`src/rtl/counter_pkg.sv`:
```
// Shared constants and helpers for the modulo up/down counter.
// Consumed by counter_mod and counter_prescaler.
package counter_pkg;

    localparam logic DIR_UP   = 1'b1;
    localparam logic DIR_DOWN = 1'b0;

    localparam int MODE_WRAP = 0;
    localparam int MODE_SAT  = 1;

    // Out-of-range load values snap to the top of the count range.
    function automatic logic [31:0] clamp_load(input logic [31:0] val, input logic [31:0] modulus);
        logic [31:0] res;
        if (val < modulus) begin
            res = val;
        end else begin
            res = modulus - 32'd1;
        end
        return res;
    endfunction

endpackage

```
`src/rtl/counter_prescaler.sv`:
```
// Enable prescaler: counts en-high cycles 0..PRESCALE-1 and flags the last one.
// Only instantiated when COUNTER_PRESCALE_EN is defined.
module counter_prescaler
    import counter_pkg::*;
#(
    parameter int PRESCALE = 4
) (
    input  logic clock,
    input  logic clr_n,
    input  logic clr,
    input  logic en,
    output logic tick
);

    localparam int PW = (PRESCALE > 1) ? $clog2(PRESCALE) : 1;
    localparam logic [PW-1:0] LAST = PW'(PRESCALE - 1);

    logic [PW-1:0] pre_r;

    assign tick = en & (pre_r == LAST);

    // Prescale phase: cleared by reset/clr, advances and wraps on en, else holds.
    always_ff @(posedge clock or negedge clr_n) begin
        if (!clr_n) begin
            pre_r <= {PW{1'b0}};
        end else if (clr) begin
            pre_r <= {PW{1'b0}};
        end else if (en) begin
            pre_r <= (pre_r == LAST) ? {PW{1'b0}} : pre_r + PW'(1);
        end else begin
            pre_r <= pre_r;
        end
    end

endmodule

```
`src/rtl/counter_mod.sv`:
```
// Parametrised modulo up/down counter with load, wrap/saturate, tc/carry and sticky ovf.
// Optional enable prescaler is built when the COUNTER_PRESCALE_EN macro is defined.
module counter_mod
    import counter_pkg::*;
#(
    parameter int WIDTH    = 6,
    parameter int MODULUS  = 64,
    parameter int SATURATE = 0,
    parameter int PRESCALE = 4
) (
    input  logic             clock,
    input  logic             clr_n,
    input  logic             sync_clr,
    input  logic             en,
    input  logic             up,
    input  logic             load,
    input  logic [WIDTH-1:0] load_val,
    output logic [WIDTH-1:0] count,
    output logic             tc,
    output logic             carry,
    output logic             ovf
);

    localparam logic [WIDTH-1:0] MAX_VAL = WIDTH'(MODULUS - 1);
    localparam logic [WIDTH-1:0] ZERO    = {WIDTH{1'b0}};

    if ((MODULUS < 2) || (longint'(MODULUS) > (longint'(1) << WIDTH)) || (PRESCALE < 1) ||
        ((SATURATE != MODE_WRAP) && (SATURATE != MODE_SAT))) begin : g_bad_param
        $error("counter_mod: illegal parameter combination");
    end

    logic [WIDTH-1:0] count_r;
    logic             ovf_r;
    logic [WIDTH-1:0] count_nxt_s;
    logic             ovf_nxt_s;
    logic             step_en_s;
    logic             tc_s;

`ifdef COUNTER_PRESCALE_EN
    counter_prescaler #(
        .PRESCALE (PRESCALE)
    ) u_prescaler (
        .clock (clock),
        .clr_n (clr_n),
        .clr   (sync_clr | load),
        .en    (en),
        .tick  (step_en_s)
    );
`else
    assign step_en_s = en;
`endif

    assign tc_s  = ((up == DIR_UP) && (count_r == MAX_VAL)) || ((up == DIR_DOWN) && (count_r == ZERO));
    assign tc    = tc_s;
    assign carry = step_en_s & tc_s;
    assign count = count_r;
    assign ovf   = ovf_r;

    // Next-state selection: sync_clr > load > step > hold.
    always_comb begin
        count_nxt_s = count_r;
        ovf_nxt_s   = ovf_r;
        if (sync_clr) begin
            count_nxt_s = ZERO;
            ovf_nxt_s   = 1'b0;
        end else if (load) begin
            count_nxt_s = WIDTH'(clamp_load(32'(load_val), 32'(MODULUS)));
        end else if (step_en_s) begin
            if (up == DIR_UP) begin
                if (count_r == MAX_VAL) begin
                    ovf_nxt_s   = 1'b1;
                    count_nxt_s = (SATURATE == MODE_SAT) ? count_r : ZERO;
                end else begin
                    count_nxt_s = count_r + WIDTH'(1);
                end
            end else begin
                if (count_r == ZERO) begin
                    ovf_nxt_s   = 1'b1;
                    count_nxt_s = (SATURATE == MODE_SAT) ? count_r : MAX_VAL;
                end else begin
                    count_nxt_s = count_r - WIDTH'(1);
                end
            end
        end else begin
            count_nxt_s = count_r;
            ovf_nxt_s   = ovf_r;
        end
    end

    // State registers with asynchronous clear.
    always_ff @(posedge clock or negedge clr_n) begin
        if (!clr_n) begin
            count_r <= ZERO;
            ovf_r   <= 1'b0;
        end else begin
            count_r <= count_nxt_s;
            ovf_r   <= ovf_nxt_s;
        end
    end

endmodule

```
`config.mk`:
```
export PLATFORM = sky130hd
export DESIGN_NAME = counter_mod
export DESIGN_NICKNAME = d
export VERILOG_FILES = /design/src/rtl/counter_pkg.sv /design/src/rtl/counter_prescaler.sv /design/src/rtl/counter_mod.sv
export SDC_FILE = /design/constraint.sdc
export NUM_CORES = 1
export LEC_CHECK = 0
export CELL_PAD_IN_SITES_DETAIL_PLACEMENT = 0
export CELL_PAD_IN_SITES_GLOBAL_PLACEMENT = 1
export CORE_AREA = 2 2 47 49
export DETAILED_ROUTE_END_ITERATION = 10
export DIE_AREA = 0 0 49 51
export PLACE_DENSITY_LB_ADDON = 0.1
export SLEW_MARGIN = 20
export SYNTH_ARGS = -nofsm -noshare
export SYNTH_HDL_FRONTEND = slang
export SYNTH_SLANG_ARGS = --single-unit
```
`constraint.sdc`:
```
create_clock -name clock -period 6.8 [get_ports clock]
set_input_delay 2.04 -clock clock [delete_from_list [all_inputs] [get_ports clock]]
set_output_delay 2.04 -clock clock [all_outputs]
set_load 0.02 [all_outputs]
```
==> results of run 1 <==
-- routing by layer --
layer / vias up / wire, um / global-route usage
met4: 0 / 0 / 0.0381
met2: 17 / 831 / 0.240
li1: 334 / - / -
met5: - / 0 / 0
met3: 0 / 77 / 0.0556
met1: 314 / 832 / 0.186
-- cell usage in the layout, fill, tap and decap left out, drive strengths merged --
cell type      Yosys  layout
nor4               1       1
a41o               2       2
nand2              7       7
a221oi             2       2
nor2               7       7
and3               1       1
nor3               2       2
o21ai              3       3
clkdlybuf4s50      0      20
and2               1       1
clkbuf             1       4
buf                5       1
a31oi              2       2
a21oi              6       6
or2                1       1
dfrtp              7       7
or4                1       1
mux2i              1       1
xor2               1       1
mux2               1       1
ha                 3       3
nand3              5       5
xnor2              4       4
nor2b              2       2
inv                7       7
nor3b              4       4
and4               1       1
a21o               1       1
o211ai             1       1
a311oi             1       1
and4b              1       1
a31o               1       1
-- critical path, delay by kind of cell --
kind	cells	cell delay, ns
buf+inv	2	0.96
simple gates	4	0.89
-- metrics by stage --
step / power [mW] / instance area [um^2]
3_5_place_dp: 0.102 / 866
4_1_cts: 0.142 / 892
2_1_floorplan: 0.0818 / 651
6_report: 0.140 / 892
5_1_grt: 0.150 / 892
3_3_place_gp: 0.103 / 866
-- power breakdown --
part           total [mW]  internal [mW]  switching, mW
logic              0.0501         0.0259         0.0243
clock network      0.0379         0.0224         0.0155
registers          0.0519         0.0446        0.00725
-- layout make-up --
type | count | share of cell area
Multi-Input combinational cell | 63 | 0.473
Timing Repair Buffer | 21 | 0.233
Sequential cell | 7 | 0.196
Tap cell | 28 | 0.0393
Clock buffer | 4 | 0.0295
Inverter | 7 | 0.0295
-- worst max-delay path by stage --
stage,from,end,slack (ns),cells past startpoint
3_5_place_dp,up,carry,0.88,6
4_1_cts,up,carry,0.87,6
5_1_grt,up,carry,0.82,6
2_1_floorplan,up,carry,1.57,5
3_3_place_gp,up,carry,0.89,6
6_report,up,carry,0.87,6
-- flip-flops by register name (all words and copies together) (netlist names) --
name   flops
ovf        1
count      6
-- synth_stat cells (all sizes together), types with 2 or more instances --
cell    instances  area [um^2]
dfrtp           7          175
inv             7         26.3
nand2           7         26.3
nor2            7         28.8
a21oi           6         30.0
buf             5         23.8
nand3           5         25.0
nor3b           4         30.0
xnor2           4         35.0
ha              3         37.5
o21ai           3         15.0
a221oi          2         23.8
a31oi           2         12.5
a41o            2         20.0
nor2b           2         12.5
nor3            2         10.0
-- cell families (layout without fill, tap and decap cells) --
kind of cell	Yosys count	count (layout)	share of synthesized area
compound gates	19	19	0.206
xor+xnor	5	5	0.0673
fa+ha+maj	3	3	0.0577
buf+inv	13	32	0.0827
flops	7	7	0.269
mux	2	2	0.0327
simple gates	34	34	0.285
==> results.md, run 1 <==
Finish:
- Measured on the finished design, the core utilization comes to 0.432.
- In the final layout, flip-flops and latches occupy 175 um^2.
- The final antenna diode count is 0.
- The net count reported at finish is around 120.
- The fraction of layout instances using a drive strength above 1 is 0.0882.
- The area overhead of the layout relative to synthesis is 37.1%.
- The final cell count without fillers is 130.
- The area occupied by multi-input gates is around 420 um^2.
- Fill cells in the final layout number between 200 and 250.

Clock tree:
- The quantity of gates resized following cts is 0.
- The clock input transition at the sequential cells of the worst setup and hold paths is 0.05 ns.
- The buffer depth of the longest clock path is 2.
- The count of hold buffers inserted by post-cts repair is 0.
- Clock tree synthesis selected as its root buffer the cell sky130_fd_sc_hd__clkbuf_4.
- TritonCTS built the clock tree.
- Once the clock tree was built, the setup fixing pass inserted 0 buffers.
- The maximum level of the CTS H-tree is 1.
- Clock tree synthesis inserted a total of 3 buffers.
- The clock net sink count is 7.
- Clock latency on the worst-skew pair, taken at its later pin, is 0.25 ns.

Placement:
- The HPWL after detailed placement is 1.34 mm.
- The total placed cells including tap cells is 126.
- Input and output buffers added on the ports amount to 20.
- The routability congestion estimate from global placement is between 0.8 and 0.9.
- The pre-CTS worst setup slack is 0.883 ns.

Route:
- The detailed-route wire length per cell is 13.4 um.
- In this run the remaining antenna-violating nets after routing total 0.
- The iteration-0 DRC count of the detailed router is 11.
- The first detailed-routing pass took 4 iterations.
- The total via count in the routed design is between 600 and 700.
- In the routed design, unresolved DRC markers number 0.
- Summed over all layers, the routed wires come to 1.74 mm.
- The average via count per standard cell is a little over 5.

Floorplan:
- The die covers approximately 0.0025 mm^2.
- The initial core utilization is 0.315.
- The height of the die is between 50 and 60 um.
- The placeable core region is approximately 0.0021 mm^2.
- In this run the core area contains 17 standard-cell rows.
- The top-level I/O count is 21.
- Measured along the x axis, the die boundary spans roughly 49 um.

Status:
- The run finished with clean final reports.

Synth:
- The share of the Yosys chip area taken by registers is 0.269.
- Synthesis produced a netlist whose cell count is 83.
- A synthesized cell averages ~8 um^2.
- During synthesis, Yosys emitted a total of 0 warnings.
- The cell area after synthesis is 651 um^2.
- The number of enable-type register cells in the synthesized netlist is 0.
- The main flop type after synthesis is sky130_fd_sc_hd__dfrtp_1.
- Counting flops with an async set or reset pin after synthesis yields a share of 1.00.
- After synthesis, the netlist uses 34 different library cells.
- The flop and latch count out of synthesis is 7.
- Synthesis produced a netlist with a net count of 98.

Hold path:
- The launch instance of the worst min-delay path is ovf$_DFFE_PN0P_.
- The worst hold path terminates at ovf$_DFFE_PN0P_.
- The worst hold path was traced through 2 stages.
- The class of the worst hold path is flip-flop to flip-flop.

Timing:
- Headroom to the max-slew limit came out at 0.672.
- The post-route clock period utilization is 0.872.
- After layout, the worst setup slack is 0.872 ns.
- The total count of hold-check failures in the final report came to 0.
- The worst hold slack is between 0.5 and 0.6 ns.
- The setup clock skew after layout is ~0.0023 ns.
- The number of endpoints failing setup at the final stage is 0.
- The worst path in the final design needs a cycle of between 5 and 6 ns, including I/O delays and setup.
- The count of pins over their slew limit is 0.
- The maximum frequency from static timing analysis is about 170 MHz.
- Setup repair after global routing left no endpoint under its margin.
- For the final routed database, the setup TNS stands at 0 ns.
- The worst-margin pin slew is around 0.5 ns.

Critical path:
- For this run, the slowest stage of the critical path takes around 0.53 ns.
- The worst setup path is launched from a primary input.
- The most repeated library cell on the critical path is sky130_fd_sc_hd__clkdlybuf4s50_1.
- The worst setup path is captured at a primary output.
- In this run the critical register-to-register path is captured at count[2]$_DFFE_PN0P_.
- The worst-path maximum fanout is 4.
- The number of cell instances on the worst register-to-register path is 5.
- The data arrival at the endpoint of the critical path is slightly below 4 ns.
- The worst register-to-register path begins at count[0]$_DFFE_PN0P_.
- The critical path is of the primary input to primary output type.
- The cell type of the slowest stage on the worst timing path is sky130_fd_sc_hd__clkdlybuf4s50_1.
- Traced cell by cell, the critical path runs through clkdlybuf4s50_1 > and4_1 > and3_2 > or2_1 > and2_1 > clkdlybuf4s50_1.
- Data on the critical path is required at its endpoint by about 4.8 ns.
- The setup slack on the worst flop-to-flop path is roughly 5 ns.

Power:
- The analysis attributes to cell leakage a power of between 0.3 and 0.4 nW.
- The power density of the placed cells is between 150 and 200 mW/mm^2.
- Across the VDD grid, the largest voltage drop is ~0.000093 V.

Global route:
- The via count of the first global-routing pass is approximately 600.
- Entering global routing, the biggest net connects 15 pins.
- The total global-route track usage is 0.148.
- The total overflow left after global routing is 0.
- The number of antenna violations at the first check in global routing is 0.
- The wire length of the first global-routing pass is between 2 and 3 mm.

Run:
- The number of max-cap violations is 0.
Power figures use the tool's default switching activity.
==> inputs of run 2 (changes only) <==
--- a/config.mk
+++ b/config.mk
@@ -5,11 +5,12 @@
 export SDC_FILE = /design/constraint.sdc
 export NUM_CORES = 1
 export LEC_CHECK = 0
+export ABC_AREA = 1
 export CELL_PAD_IN_SITES_DETAIL_PLACEMENT = 0
 export CELL_PAD_IN_SITES_GLOBAL_PLACEMENT = 1
-export CORE_AREA = 2 2 47 49
+export CORE_AREA = 2 2 50 52
 export DETAILED_ROUTE_END_ITERATION = 10
-export DIE_AREA = 0 0 49 51
+export DIE_AREA = 0 0 52 54
 export PLACE_DENSITY_LB_ADDON = 0.1
 export SLEW_MARGIN = 20
 export SYNTH_ARGS = -nofsm -noshare
==> constraint.sdc (replaced) <==
create_clock -name clock -period 6.85 [get_ports clock]
set_input_delay 2.055 -clock clock [delete_from_list [all_inputs] [get_ports clock]]
set_output_delay 2.055 -clock clock [all_outputs]
set_load 0.02 [all_outputs]
==> run 2 against run 1 <==
  * First-iteration DRC count down 18%
  * Critical path type unchanged
  * Critical endpoint unchanged
  * Worst hold slack worse by 0.0066 ns
  * Clock skew up 0.00086 ns
  * Worst setup slack better by 0.24 ns
  * Highest routed layer unchanged
==> results.md, run 2 <==
Status:
- The flow ran to the end, and the final reports show no timing, DRC or antenna violations.

Placement:
- The routability congestion estimate from global placement is 0.780 (-4.5%).
- The pre-CTS worst setup slack is 1.12 ns (+0.232 ns).
- The total half-perimeter wirelength after legalization and detailed placement is 1.53 mm (+14%).
- The number of buffer cells added on primary ports is 20 (unchanged).
- The total placed cells including tap cells is 163 (+29%).
- The area of placed instances came to 938 um^2 (+8.4%).

Power:
- The net switching fraction of the power was 0.366 (+0.0299).
- The peak supply drop is 0.000148 V (+59%).
- The leakage dissipation is 0.460 nW (+21%).
- The clock network power share is 0.251 (-0.020).
- The power density of the placed cells is 150 mW/mm^2 (-4.0%).
- The sequential cell fraction of total power is 0.364 (-0.007).
- The total design power is 145 uW (+3.8%).
- The power share of the combinational group is 0.385 (+0.027).
- The design internal power was 92.1 uW (-0.86%).
- The power dissipated by switching net loads is 53.1 uW (+13%).

Timing:
- The final worst-path setup slack is 1.11 ns (+0.243 ns).
- For this run, the top clock speed supported by timing is 174 MHz.
- The worst hold slack is 0.510 ns (-0.00659 ns).
- The relative max-transition margin is 0.719 (+0.0478).
- The count of pins over their slew limit is 0 (unchanged).
- The total count of hold-check failures in the final report is 0 (unchanged).
- The smallest clock period supported by the final layout is computed as about 5.7 ns.
- The setup clock skew after layout came to 0.00312 ns (+0.000862 ns).
- The number of endpoints failing setup at the final stage is 0 (unchanged).
- The post-route clock period utilization is 0.837.
- The total negative setup slack is 0 ns (unchanged).
- Setup repair after global routing left no endpoint under its margin.
- The worst-margin pin slew is 0.421 ns (-0.0702 ns).

Synth:
- The cell area after synthesis is 749 um^2 (+15%).
- The part of the Yosys area used for sequential elements came to 0.234 (-0.0355).
- In the post-synthesis netlist, the biggest area contributors are sky130_fd_sc_hd__dfrtp_1 (23%), sky130_fd_sc_hd__nand2_1 (22%), sky130_fd_sc_hd__inv_1 (6.5%), sky130_fd_sc_hd__nand3_1 (6.0%), sky130_fd_sc_hd__ha_1 (5.0%).
- The fraction of registers with async set/reset is 1.00 (unchanged).
- The unique cell type count in the Yosys netlist is 21 (-38%).
- The number of enable-type register cells in the synthesized netlist is 0 (unchanged).
- The top-area cell type share of the netlist area was 0.234 (-0.0355).
- The most used flip-flop cell after synthesis is sky130_fd_sc_hd__dfrtp_1.
- The most used standard cell by instance count after synthesis is sky130_fd_sc_hd__nand2_1.
- The count of yosys warnings during synthesis came to 0 (unchanged).
- The flop and latch count out of synthesis is 7 (unchanged).
- The net count after synthesis is 132 (+35%).
- The post-synthesis area per instance came to 6.41 um^2 (-18%).
- The commonest cells after synthesis are sky130_fd_sc_hd__nand2_1 (44), sky130_fd_sc_hd__inv_1 (13), sky130_fd_sc_hd__nand3_1 (9), sky130_fd_sc_hd__nor2_1 (9).
- sky130_fd_sc_hd__dfrtp_1 takes more of the synthesized area than any other cell.
- The synthesized netlist cell count was 117 (+41%).

Route:
- The post-route antenna net violation count is 0 (unchanged).
- The iteration-0 DRC count of the detailed router is 9 (-2).
- The total via count in the routed design is 783 (+18%).
- The overall routed net length is 1.88 mm (+7.8%).
- The average via count per standard cell is 4.69 (-8.3%).
- The detailed-route wire length per cell is 11.2 um (-16%).
- The post-route DRC violation count is 0 (unchanged).
- The number of detailed-route iterations in the first pass is 4 (unchanged).

Floorplan:
- The top-level I/O count came to 21 (unchanged).
- The placeable core region was 0.00232 mm^2 (+12%).
- The floorplan die area came to 0.00281 mm^2 (+12%).
- The overall die width is 52 um (+6.1%).
- The initial core utilization is 0.323 (+0.00774).
- The height of the die is 54 um (+5.9%).
- The row count is 18 (+1).

Clock tree:
- The clock tree from TritonCTS is yes.
- The clock net sink count came to 7 (unchanged).
- The clock input transition at the sequential cells of the worst setup and hold paths came to 0.05 ns (about the same).
- The clock insertion delay at the later pin of the skew report is 0.24 ns (about the same).
- The number of buffers created by CTS came to 3 (unchanged).
- The buffers inserted during post-CTS setup optimization is 0 (unchanged).
- The buffer depth of the longest clock path is 2 (unchanged).
- The quantity of gates resized following cts was 0 (unchanged).
- The maximum level of the CTS H-tree is 1 (unchanged).
- The root buffer cell is sky130_fd_sc_hd__clkbuf_4.
- The count of hold buffers inserted by post-cts repair is 0 (unchanged).

Critical path:
- The startpoint-to-endpoint class of the critical path is primary input to primary output.
- The most critical setup path has its startpoint at up.
- The kind of start point of the critical path is a primary input.
- The worst-path maximum fanout is 9 (+5).
- The startpoint identified for the worst register-to-register timing path is count[0]$_DFFE_PN0P_.
- The endpoint required time on the critical path is 4.80 ns (+0.04 ns).
- The endpoint type of the worst setup path is a primary output.
- The setup slack on the worst flop-to-flop path is 5.13 ns (+0.15 ns).
- The data arrival at the endpoint of the critical path came to 3.68 ns (-0.21 ns).
- The endpoint identified for the worst register-to-register timing path is count[4]$_DFFE_PN0P_.
- The number of cell instances on the worst register-to-register path is 8 (+3).

Finish:
- The fraction of layout instances using a drive strength above 1 is 0.102 (+0.0140).
- The net count reported at finish was 153 (+30%).
- The flip-flop count of the largest register, all copies and words added came to 6 (unchanged).
- The area overhead of the layout relative to synthesis is 28.7%.
- The area taken by flip-flops and latches is 175 um^2 (unchanged).
- The final antenna diode count is 0 (unchanged).
- The core utilization of the finished layout is 0.416 (-0.0165).
- The cell area after layout came to 965 um^2 (+8.1%).
- The final cell count without fillers is 167 (+28%).
- The number of fillers in the final layout is 250 (+7.8%).
- The area occupied by multi-input gates is 473 um^2 (+12%).
- The library cell used most frequently in the layout, excluding fill and tap cells, is sky130_fd_sc_hd__nand2_1.
- In the layout the commonest cells are sky130_fd_sc_hd__nand2_1 (44), sky130_fd_sc_hd__clkdlybuf4s50_1 (20), sky130_fd_sc_hd__inv_1 (13), sky130_fd_sc_hd__nor2_1 (9), sky130_fd_sc_hd__nand3_1 (9).

Global route:
- The global route total overflow is 0 (unchanged).
- The number of antenna violations at the first check in global routing is 0 (unchanged).
- The wire length of the first global-routing pass is 3.14 mm (+12%).
- The total global-route track usage is 0.150 (+0.00203).
- The largest net degree at the start of global routing is 11 (-4).
- The via count of the first global-routing pass is 697 (+16%).

Run:
- The number of max-cap violations is 0 (unchanged).

Hold path:
- The number of cells on the worst hold path was 2 (unchanged).
- The class of the worst hold path is flip-flop to flip-flop.
- The hold path endpoint is ovf$_DFFE_PN0P_.
- The launch instance of the worst min-delay path is ovf$_DFFE_PN0P_.
run 2: cell type report:
class,count,area share
Tap cell,30,0.0389
Clock buffer,4,0.0272
Timing Repair Buffer,20,0.208
Sequential cell,7,0.182
Inverter,14,0.0545
Multi-Input combinational cell,92,0.490
run 2: how the worst max path moves through the flow:
stage | to | slack, ns | cells past startpoint
2_1_floorplan | carry | 2.12 | 3
3_3_place_gp | carry | 1.14 | 5
3_5_place_dp | carry | 1.12 | 5
4_1_cts | carry | 1.11 | 5
5_1_grt | carry | 1.01 | 5
6_report | carry | 1.11 | 5
run 2: cells by family (layout without fill, tap and decap cells):
| kind of cell | after synthesis | after routing | share of synthesized area |
|---|---|---|---|
| AOI/OAI and AO/OA | 15 | 15 | 0.110 |
| xor gates and xnor gates | 1 | 1 | 0.0117 |
| adders and majority gates | 3 | 3 | 0.0501 |
| buffers and inverters | 18 | 38 | 0.135 |
| DFF | 7 | 7 | 0.234 |
| and+or+nand+nor | 73 | 73 | 0.459 |
run 2: worst max-delay path, cell delays in order:
cell and delay (ns):
sky130_fd_sc_hd__clkdlybuf4s50_1 0.65, sky130_fd_sc_hd__nand3_2 0.13, sky130_fd_sc_hd__o21ai_2 0.09, sky130_fd_sc_hd__and2_4 0.16, sky130_fd_sc_hd__clkdlybuf4s50_1 0.59
run 2: per-layer routing:
layer / vias to the layer above / share of wire / GRT usage
met1: 349 / 0.46 / 0.188
met4: 0 / 0 / 0
met2: 22 / 0.50 / 0.276
met3: 0 / 0.045 / 0.0361
li1: 412 / - / -
met5: - / 0 / 0
run 2: power by group through the flow:
stage,logic (mW),clock network (mW),registers [mW]
floorplan,0.0364,0,0.0530
global placement,0.0566,0,0.0537
detailed placement,0.0562,0,0.0537
CTS,0.0565,0.0386,0.0530
global route,0.0633,0.0414,0.0538
finish,0.0560,0.0364,0.0528
==> inputs of run 3 (changes only) <==
--- a/config.mk
+++ b/config.mk
@@ -8,9 +8,9 @@
 export ABC_AREA = 1
 export CELL_PAD_IN_SITES_DETAIL_PLACEMENT = 0
 export CELL_PAD_IN_SITES_GLOBAL_PLACEMENT = 1
-export CORE_AREA = 2 2 50 52
+export CORE_AREA = 2 2 54 56
 export DETAILED_ROUTE_END_ITERATION = 10
-export DIE_AREA = 0 0 52 54
+export DIE_AREA = 0 0 56 58
 export PLACE_DENSITY_LB_ADDON = 0.1
 export SLEW_MARGIN = 20
 export SYNTH_ARGS = -nofsm -noshare
==> constraint.sdc (replaced) <==
create_clock -name clock -period 5.2 [get_ports clock]
set_input_delay 1.56 -clock clock [delete_from_list [all_inputs] [get_ports clock]]
set_output_delay 1.56 -clock clock [all_outputs]
set_load 0.02 [all_outputs]
==> run 3 against run 2 <==
  * Non-clock buffer count stayed put
  * Sequential power is 32% higher
  * Flip-flop and latch count stayed put
  * Largest cell class unchanged
  * Global-route usage is 1.4 points lower
  * Highest routed layer is now met4
  * Worst setup slack worse by 0.66 ns
  * Cell count is 0.60% higher
  * Power is 33% higher
  * Routed wire length is 6.7% higher
  * Cell area is 0.13% higher
  * Clock power is 38% higher
==> results.md, run 3 (synthesized netlist as in run 2, its figures left out) <==
Status:
- The flow ran to the end, and the final reports show no timing, DRC or antenna violations.

Finish:
- The library cell used most frequently in the layout, excluding fill and tap cells, is sky130_fd_sc_hd__nand2_1.
- The area overhead of the layout relative to synthesis is 28.9%.
- The flip-flop count of the largest register, all copies and words added is 6 (unchanged).
- The cell area after layout is 966 um^2 (+0.13%).
- The fraction of layout instances using a drive strength above 1 is 0.102 (unchanged).
- The net count reported at finish was 153 (unchanged).
- Leaving out fill and tap cells, the most frequent cells in the layout are sky130_fd_sc_hd__nand2_1 (44), sky130_fd_sc_hd__clkdlybuf4s50_1 (20), sky130_fd_sc_hd__inv_1 (13), sky130_fd_sc_hd__nor2_1 (9), sky130_fd_sc_hd__nand3_1 (9).
- The final antenna diode count came to 0 (unchanged).
- The number of fillers in the final layout is 313 (+25%).

Clock tree:
- The tree is rooted in a sky130_fd_sc_hd__clkbuf_4.
- The buffer depth of the longest clock path is 2 (unchanged).
- The quantity of gates resized following cts is 0 (unchanged).
- The clock net sink count is 7 (unchanged).
- The number of buffers created by CTS is 3 (unchanged).
- The buffers inserted during post-CTS setup optimization is 0 (unchanged).
- TritonCTS built the clock tree.
- The clock input transition at the sequential cells of the worst setup and hold paths is 0.05 ns (about the same).
- The maximum level of the CTS H-tree is 1 (unchanged).
- The clock insertion delay at the later pin of the skew report came to 0.25 ns (about the same).
- The count of hold buffers inserted by post-cts repair is 0 (unchanged).

Critical path:
- The data arrival at the endpoint of the critical path came to 3.18 ns (-0.50 ns).
- The critical path is of the primary input to primary output type.
- The critical path starts at up.
- The kind of cell with the highest combined delay on the critical path is buffers and inverters.
- The critical path buffer and inverter count is 2 (unchanged).
- The slowest stage of the critical path belongs to the cell sky130_fd_sc_hd__clkdlybuf4s50_1.
- Walking the worst path, the cells encountered are clkdlybuf4s50_1 > nand3_2 > o21ai_2 > and2_4 > clkdlybuf4s50_1.
- The worst setup path is captured at a primary output.
- The most repeated library cell on the critical path is sky130_fd_sc_hd__clkdlybuf4s50_1.
- The setup slack on the worst flop-to-flop path is 3.54 ns (-1.59 ns).
- The worst-path maximum fanout was 9 (unchanged).
- The peak per-stage delay on the critical path is 0.65 ns (about the same).
- The startpoint identified for the worst register-to-register timing path is count[0]$_DFFE_PN0P_.
- The kind of start point of the critical path is a primary input.
- The endpoint required time on the critical path is 3.64 ns (-1.16 ns).

Timing:
- The relative max-transition margin is 0.708 (-0.0110).
- The final worst-path setup slack came to 0.457 ns (-0.657 ns).
- The worst-margin pin slew came to 0.437 ns (+0.0165 ns).
- The time the final worst path needs with I/O delays and setup is 4.74 ns.
- The total negative setup slack is 0 ns (unchanged).
- In the finished design, the share of the clock period the worst path needs comes to 0.912.
- The total count of hold-check failures in the final report is 0 (unchanged).
- The count of pins over their slew limit is 0 (unchanged).
- The maximum frequency from static timing analysis is ~210 MHz.
- The setup clock skew after layout came to 0.000857 ns (-0.00226 ns).
- Setup repair after global routing left no endpoint under its margin.
- The worst hold slack is 0.493 ns (-0.0168 ns).
- The number of endpoints failing setup at the final stage is 0 (unchanged).

Global route:
- The met3 usage in global routing is 0.0268 (-0.00933).
- The global route total overflow is 0 (unchanged).
- The met1 track demand over resource is 0.172 (-0.0163).
- The number of antenna violations at the first check in global routing is 0 (unchanged).
- The met2 usage was 0.242 (-0.0344).
- The largest net degree at the start of global routing is 11 (unchanged).
- The total global-route track usage is 0.136 (-0.0139).
- The wire length of the first global-routing pass is 3.44 mm (+9.7%).
- The via count of the first global-routing pass is 754 (+8.2%).
- The most crowded layer after global routing is met2.

Route:
- The detailed-route wire length per cell is 11.9 um (+6.1%).
- The post-route antenna net violation count is 0 (unchanged).
- The average via count per standard cell came to 4.63 (-1.4%).
- The overall routed net length is 2.00 mm (+6.7%).
- The post-route DRC violation count is 0 (unchanged).
- The total via count in the routed design was 777 (-0.77%).
- The number of detailed-route iterations in the first pass is 4 (unchanged).
- The iteration-0 DRC count of the detailed router is 19 (+10).

Floorplan:
- The floorplan die area is 0.00325 mm^2 (+16%).
- The initial core utilization was 0.281 (-0.0416).
- The placeable core region is 0.00266 mm^2 (+15%).
- The row count is 19 (+1).
- The overall die width is 56 um (+7.7%).
- The top-level I/O count came to 21 (unchanged).
- The height of the die is 58 um (+7.4%).

Power:
- The sequential cell fraction of total power came to 0.359 (-0.005).
- The total design power is 194 uW (+33%).
- The clock network power share is 0.260 (+0.009).
- The power density of the placed cells is 201 mW/mm^2 (+33%).
- The power dissipated by switching net loads is 72.5 uW (+36%).
- The power share of the combinational group came to 0.381 (-0.004).
- The net switching fraction of the power is 0.374 (+0.00812).
- The design internal power is 121 uW (+32%).
- The leakage dissipation came to 0.460 nW (unchanged).
- The peak supply drop was 0.000147 V (-0.89%).

Hold path:
- The startpoint identified for the worst hold timing path is ovf$_DFFE_PN0P_.
- The class of the worst hold path is flip-flop to flip-flop.

Run:
- The number of max-cap violations is 0 (unchanged).

Placement:
- The routability congestion estimate from global placement is 0.755 (-3.2%).
- The total half-perimeter wirelength after legalization and detailed placement is 1.61 mm (+5.7%).
- The area of placed instances is 940 um^2 (+0.13%).
- The number of buffer cells added on primary ports is 20 (unchanged).
- The pre-CTS worst setup slack was 0.456 ns (-0.659 ns).
==> run 3: final cells by class <==
| type | instances | area, um^2 | area share |
|---|---|---|---|
| repair buffers | 20 | 200 | 0.207 |
| flip-flops and latches | 7 | 175 | 0.181 |
| clock buffers | 4 | 26.3 | 0.0272 |
| inverters | 14 | 52.6 | 0.0544 |
| well taps | 31 | 38.8 | 0.0402 |
| multi-input cells | 92 | 473 | 0.490 |
==> run 3: layer usage <==
layer | part of all wire | up-vias
li1 | - | 410
met1 | 0.47 | 343
met2 | 0.49 | 22
met3 | 0.040 | 2
met4 | 0.0050 | 0
met5 | 0 | -
==> run 3: power groups by stage <==
stage | Clock (mW) | Sequential (mW) | Combinational, mW
CTS | 0.0531 | 0.0700 | 0.0748
global placement | 0 | 0.0713 | 0.0746
detailed placement | 0 | 0.0710 | 0.0743
floorplan | 0 | 0.0699 | 0.0479
global route | 0.0573 | 0.0711 | 0.0838
finish | 0.0504 | 0.0697 | 0.0738
==> run 3: tightest hold or removal path: cells and delay by family, from the launching register on <==
kind	cells	cell delay, ns
simple gates	2	0.12
flops	1	0.34
==> run 3: stage by stage <==
step           instances   util
5_1_grt              168  0.363
3_5_place_dp         164  0.353
3_3_place_gp         164  0.353
2_1_floorplan        117      -
4_1_cts              168  0.363
6_report             168  0.363
==> run 3: path summary, 6_finish.rpt <==
path                       cells past startpoint                   end
setup / recovery                               5                 carry
hold / removal                                 2       ovf$_DFFE_PN0P_
setup reg to reg                               8  count[4]$_DFFE_PN0P_
hold reg to reg                                2       ovf$_DFFE_PN0P_
max in group asynchronous                      1  count[0]$_DFFE_PN0P_
min in group asynchronous                      1  count[2]$_DFFE_PN0P_
